<file path="src/rtl/pm_instruction_reader.sv">
// Program-memory read side: fetches one instruction word per request, splits it into
// fields and hands it to decode through valid/ready before advancing the PC.
module pm_instruction_reader #(
  parameter int ADDR_W     = 5,
  parameter int INST_W     = 68,
  parameter int RD_LATENCY = 1,
  parameter int LAST_ADDR  = 31
) (
  input  logic              clk,
  input  logic              rst_n,
  input  logic              start,
  input  logic              pc_load,
  input  logic [ADDR_W-1:0] pc_load_addr,
  output logic [ADDR_W-1:0] pm_addr,
  output logic              pm_rd,
  input  logic [INST_W-1:0] pm_rdata,
  output logic              inst_valid,
  input  logic              inst_ready,
  output logic [2:0]        inst_opcode,
  output logic              inst_mode,
  output logic [31:0]       inst_op_a,
  output logic [31:0]       inst_op_b,
  output logic [ADDR_W-1:0] inst_pc,
  output logic              busy,
  output logic              halted
);

  localparam int CNT_W = $clog2(RD_LATENCY + 1);

  typedef enum logic [2:0] {
    S_IDLE,
    S_REQ,
    S_WAIT,
    S_HOLD,
    S_HALT
  } state_t;

  state_t            state;
  state_t            state_nxt;
  logic [ADDR_W-1:0] pc;
  logic [ADDR_W-1:0] addr_hold;
  logic [CNT_W-1:0]  lat_cnt;
  logic              data_due;
  logic              capture;
  logic              handshake;

  assign data_due  = (state == S_WAIT) && (lat_cnt == CNT_W'(1));
  // A jump in the same cycle as the data return throws the word away.
  assign capture   = data_due && !pc_load;
  assign handshake = (state == S_HOLD) && inst_ready;
  assign pm_addr   = pm_rd ? pc : addr_hold;

  always_ff @(posedge clk or negedge rst_n) begin
    if (!rst_n) begin
      state <= S_IDLE;
    end else begin
      state <= state_nxt;
    end
  end

  always_comb begin
    state_nxt  = state;
    pm_rd      = 1'b0;
    inst_valid = 1'b0;
    busy       = 1'b0;
    halted     = 1'b0;
    case (state)
      S_IDLE: begin
        if (start) state_nxt = S_REQ;
      end
      S_REQ: begin
        pm_rd     = 1'b1;
        busy      = 1'b1;
        state_nxt = pc_load ? S_REQ : S_WAIT;
      end
      S_WAIT: begin
        busy = 1'b1;
        if (pc_load) begin
          state_nxt = S_REQ;
        end else if (data_due) begin
          state_nxt = (pm_rdata == '0) ? S_HALT : S_HOLD;
        end
      end
      S_HOLD: begin
        inst_valid = 1'b1;
        busy       = 1'b1;
        if (pc_load) begin
          state_nxt = S_REQ;
        end else if (inst_ready) begin
          state_nxt = (inst_pc == ADDR_W'(LAST_ADDR)) ? S_HALT : S_REQ;
        end
      end
      S_HALT: begin
        halted = 1'b1;
        if (start) state_nxt = S_REQ;
      end
      default: state_nxt = S_IDLE;
    endcase
  end

  always_ff @(posedge clk or negedge rst_n) begin
    if (!rst_n) begin
      pc          <= '0;
      addr_hold   <= '0;
      lat_cnt     <= '0;
      inst_opcode <= '0;
      inst_mode   <= 1'b0;
      inst_op_a   <= '0;
      inst_op_b   <= '0;
      inst_pc     <= '0;
    end else begin
      // A jump wins over a same-cycle handshake: the word is consumed but PC is not stepped.
      if (pc_load) begin
        pc <= pc_load_addr;
      end else if (handshake) begin
        pc <= pc + ADDR_W'(1);
      end
      if (pm_rd) addr_hold <= pc;
      if (state == S_REQ) begin
        lat_cnt <= CNT_W'(RD_LATENCY);
      end else if ((state == S_WAIT) && (lat_cnt != '0)) begin
        lat_cnt <= lat_cnt - CNT_W'(1);
      end
      if (capture) begin
        inst_opcode <= pm_rdata[INST_W-1 -: 3];
        inst_mode   <= pm_rdata[INST_W-4];
        inst_op_a   <= pm_rdata[63:32];
        inst_op_b   <= pm_rdata[31:0];
        inst_pc     <= pc;
      end
    end
  end

endmodule

</file>
<file path="config.mk">
export PLATFORM = sky130hd
export DESIGN_NAME = pm_instruction_reader
export DESIGN_NICKNAME = d
export VERILOG_FILES = /design/src/rtl/pm_instruction_reader.sv
export SDC_FILE = /design/constraint.sdc
export NUM_CORES = 1
export LEC_CHECK = 0
export CORE_MARGIN = 2
export CORE_UTILIZATION = 47
export DETAILED_ROUTE_END_ITERATION = 10
export GPL_TIMING_DRIVEN = 0
export PLACE_DENSITY = 0.82
export SLEW_MARGIN = 30
export SYNTH_ARGS = -nofsm -noshare
export SYNTH_HDL_FRONTEND = slang
export SYNTH_SLANG_ARGS = --single-unit
</file>
<file path="constraint.sdc">
create_clock -name clk -period 5 [get_ports clk]
set_input_delay 1.25 -clock clk [delete_from_list [all_inputs] [get_ports clk]]
set_output_delay 1.25 -clock clk [all_outputs]
set_load 0.02 [all_outputs]
</file>
; Word-level counts from Yosys, hierarchy flattened
; Cells that the tools add are included.
[word_totals]
out_inout_bits = 82
elab_cells = 48
in_bits = 78
regBits = 87
[classes]
n_reduce_logical = 11
mux = 18
eq_ne = 8
add_sub_neg = 2
[op_table]
columns = operator, count
row1 = 68-bit zero test, 1
row2 = 3-bit 2-to-1 mux, 7
row3 = 5-bit 2-to-1 mux, 3
row4 = 3-bit one-hot mux with 4 select lines, 1
row5 = "3-bit by 2-bit equality test with 1-bit output, second input constant", 2
row6 = 1-bit 2-to-1 mux, 6
row7 = "3-bit != test, second input constant", 2
row8 = "5-bit by 1-bit adder with 5-bit output, second input constant", 1
row9 = "5-bit equality test, second input constant", 1
row10 = 2-bit nonzero test, 2
row11 = "3-bit by 1-bit equality test with 1-bit output, second input constant", 1
row12 = "3-bit equality test, second input constant", 1
row13 = 1-bit logical AND, 3
row14 = 3-bit zero test, 1
row15 = 3-bit AND reduction, 1
row16 = 3-bit OR reduction, 1
row17 = 2-bit 2-to-1 mux, 1
row18 = "2-bit by 1-bit != test with 1-bit output, second input constant", 1
row19 = 2-bit OR reduction, 1
row20 = 1-bit zero test, 1
row21 = "1-bit subtractor, second input constant", 1

; Depth between registers and ports, before layout
[logic_depth]
word_depth = 5
ltp_mapped = 6

; Worst setup path after synthesis
; OpenSTA, ideal clock, no wires.
[synth_path]
kind = register to output
from = register state[2]
to = output pm_addr[0]
n_path_buf = 1
required_ps = 3750
arrival_time_ps = 1516
stages_incl_launch_ff = 4
slack_ps = 2234
path_cell_list = dfrtp_1 -> buf_6 -> nor3_2 -> mux2_2
[synth_via]
elab_chain_len = 3
[synth_rtl]
columns = item, line
row1 = start: declaration, 38  ; state_t state;
row2 = start signal: assignment, 57  ; state <= state_nxt;
row3 = 3-bit by 1-bit equality test with 1-bit output, 67  ; case (state)
row4 = 1-bit 2-to-1 mux, 67
row5 = net pm_rd, 15  ; output logic pm_rd,
row6 = 5-bit 2-to-1 mux, -
row7 = end: declaration, 14  ; output logic [ADDR_W-1:0] pm_addr,
; The timed path passes the listed nets, and every way through them passes these cells.

; Worst setup path after layout
[layout_path]
from = register state[0]
to = output pm_addr[0]
[layout_via]
elab_chain_len = 3
[layout_rtl]
columns = item, line
row1 = 3-bit by 1-bit equality test with 1-bit output, 67
row2 = 1-bit 2-to-1 mux, 67
row3 = 5-bit 2-to-1 mux, -
; No other way between the ends.

==> flow_summary.json <==
{
  "status": "completed",
  "setup.worst_path.start_class": "flop",
  "clk_pin_slew_ps": 80,
  "syn_nets": 334,
  "final.setup.worst_slack_ps": 1350,
  "antennaDiodeCount": 0,
  "multiInputGateArea_um2": 1570,
  "path_max_fanout": 9,
  "final-max-slew-violation-count": 0,
  "ys.flop_type": "dfrtp_1",
  "core_um2": 8180,
  "tns_ps": 0,
  "drt_iter0_markers": 42,
  "cts_root_buf": "clkbuf_8",
  "max_cap_violations": 0,
  "vias_per_cell": 5.21,
  "die_h_um": 95.7,
  "yosys.area_share.xor_xnor": 0.00886,
  "die_area_um2": 9170,
  "antenna_found_initial": 0,
  "power_density_nw_per_um2": 648,
  "antenna_left": 0,
  "vias": 2795,
  "yosys_warnings": 0,
  "synth_area_leaders": "dfrtp_1 55%, mux2_4 22%, mux2_2 5.7%",
  "layout_min_cycle_time_ps": 3650,
  "synth_top_area_share": 0.550,
  "grt_pass1_wl_mm": 15.7,
  "clock_skew_ps": 12.7,
  "grt_usage": 0.229,
  "first_global_vias": 3004,
  "cts-resized-gates": 0,
  "crit_arrival_ps": 2400,
  "cp_num_buf_inv": 3,
  "slew_headroom": 0.574,
  "power.total_w": 0.00386,
  "drive_gt1_frac": 0.265,
  "max_stage_delay_ps": 540,
  "postCtsSetupRepairBufs": 0,
  "synth-compound-area-share": 0.0256,
  "final_cells": 536,
  "dieWidth_um": 95.7,
  "overflow": 0,
  "drc": 0,
  "hold_path_class": "flop to flop",
  "max-vdd-ir-drop_mv": 0.355,
  "areaGrowthSynthToFinish_pct": 50.4,
  "cts_hold_buffers": 0,
  "yosys.cell_types.count": 39,
  "clock_latency_ps": 350,
  "tightest_slew_ps": 636,
  "synthSimpleGateAreaFrac": 0.0766,
  "power_leakage_nw": 2.51,
  "dr.pass1.iters": 4,
  "yosysSeqAreaShare": 0.550,
  "layout.nets": 505,
  "crit_slowest_cell": "clkdlybuf4s50_1",
  "finalSetupViolCount": 0,
  "yosys.area.top_type": "dfrtp_1",
  "crit_required_ps": 3750,
  "synth-adder-area-share": 0.00316,
  "rows": 33,
  "clock_sink_count": 87,
  "endpoint_kind": "output port",
  "crit_path_cell_trace": "buf_4 > inv_1 > nor3_2 > mux2_2 > clkdlybuf4s50_1",
  "regArea_um2": 2180,
  "synthesis.area_um2": 3960,
  "clk_path_buf_depth": 2,
  "pre_cts_slack_ps": 1720,
  "numCtsBuffers": 9,
  "synth_top_family_by_area": "multiplexers",
  "wl_per_cell_um": 18.6,
  "hold_violations": 0,
  "synth_area_per_cell_um2": 15.5,
  "boundaryPins": 160,
  "gp_congestion": 0.904,
  "utilization": 0.728,
  "grt_start_max_net_pins": 54,
  "synthCells": 255,
  "crit_family": "buffers and inverters",
  "finalCritPeriodShare": 0.730,
  "async_flop_share": 1.00,
  "rsz0062_at_grt": "false",
  "ys_seq_elements": 87,
  "dp_hpwl_mm": 7.59,
  "nFillCells": 563,
  "synth_mux_area_frac": 0.283,
  "max_freq_mhz": 274,
  "port_buffers": 159,
  "initial_core_util": 0.484,
  "synth_edf_count": 0,
  "placed_cells_incl_taps": 520,
  "cts_tree": "built",
  "h-tree-depth": 3,
  "wirelength_mm": 9.98,
  "critPathKind": "flop to output port"
}
cells in the final DEF, fill, tap and decap left out, drive strengths merged, types with 2 or more instances in the layout:
master / count
nor2: 5
inv: 5
o211ai: 2
a21oi: 2
o21ai: 6
nand3: 2
nor3: 3
nand4: 6
xor2: 2
clkdlybuf4s50: 158
nor4: 17
xnor2: 2
bufinv: 2
clkbuf: 13
dfrtp: 87
nand2: 7
mux2: 79
buf: 14
worst register-to-register path, cell delays in order (launching register included):
cell and delay [ps]:
dfrtp_1 380, buf_6 140, nor3b_4 200, and3_4 220, buf_12 160, buf_12 160, mux2_4 310
cells in the mapped netlist (5+ instances only):
master,count
o21ai_0,5
mux2_4,59
buf_12,7
nand2_1,7
inv_1,5
mux2_2,20
dfrtp_1,87
nor4_1,17
nor2_1,5
nand4_1,6
per-layer routing:
metal / vias to the layer above / wire (um) / share of wire / global-route usage
met1: 1398 / 4140 / 0.42 / 0.284
met4: 0 / 333 / 0.033 / 0.120
met2: 95 / 4990 / 0.50 / 0.378
li1: 1275 / - / - / -
met5: - / 0 / 0 / 0
met3: 27 / 515 / 0.052 / 0.0478
flip-flops by register name (all words and copies together), names as in the netlist:
register / cells
lat_cnt: 1
inst_mode: 1
addr_hold: 5
inst_opcode: 3
pc: 5
inst_pc: 5
inst_op_a: 32
inst_op_b: 32
state: 3
where the power goes:
group	internal [W]	switching (W)	leakage, nW
Sequential	0.00104	0.000194	1.05
Clock	0.000323	0.000243	0.119
Combinational	0.00118	0.000877	1.34
Total	0.00254	0.00131	2.51
final cells by class:
type / instances / share of cell area
flip-flops and latches: 87 / 0.366
repair buffers: 160 / 0.272
multi-input cells: 150 / 0.264
plain buffers: 13 / 0.0313
clock buffers: 12 / 0.0278
well taps: 105 / 0.0221
clock inverters: 4 / 0.0128
inverters: 5 / 0.00316
stage by stage:
stage               area [um2]  hold WS (ps)
floorplan                 3960           490
global placement          5680           480
detailed placement        5710           491
CTS                       5950           512
global route              5950           522
finish                    5950           507
path summary, 6_finish.rpt:
kind,start,to,slack (ps),cells past startpoint
max reg2reg,state[2],inst_op_b[1],3310,6
max,state[0],pm_addr[0],1350,5
min,addr_hold[4],addr_hold[4],510,1
max in group asynchronous,rst_n,state[1],3650,2
min in group asynchronous,rst_n,inst_opcode[1],770,1
min reg2reg,addr_hold[4],addr_hold[4],510,1
logic make-up (layout without fill, tap and decap cells):
logic type      Yosys count  count (layout)
mux                      80              80
compound gates           16              16
fa+ha+maj                 1               1
flops                    87              87
xor+xnor                  4               4
simple gates             49              49
buf+inv                  18             194
Power figures use the tool's default switching activity.
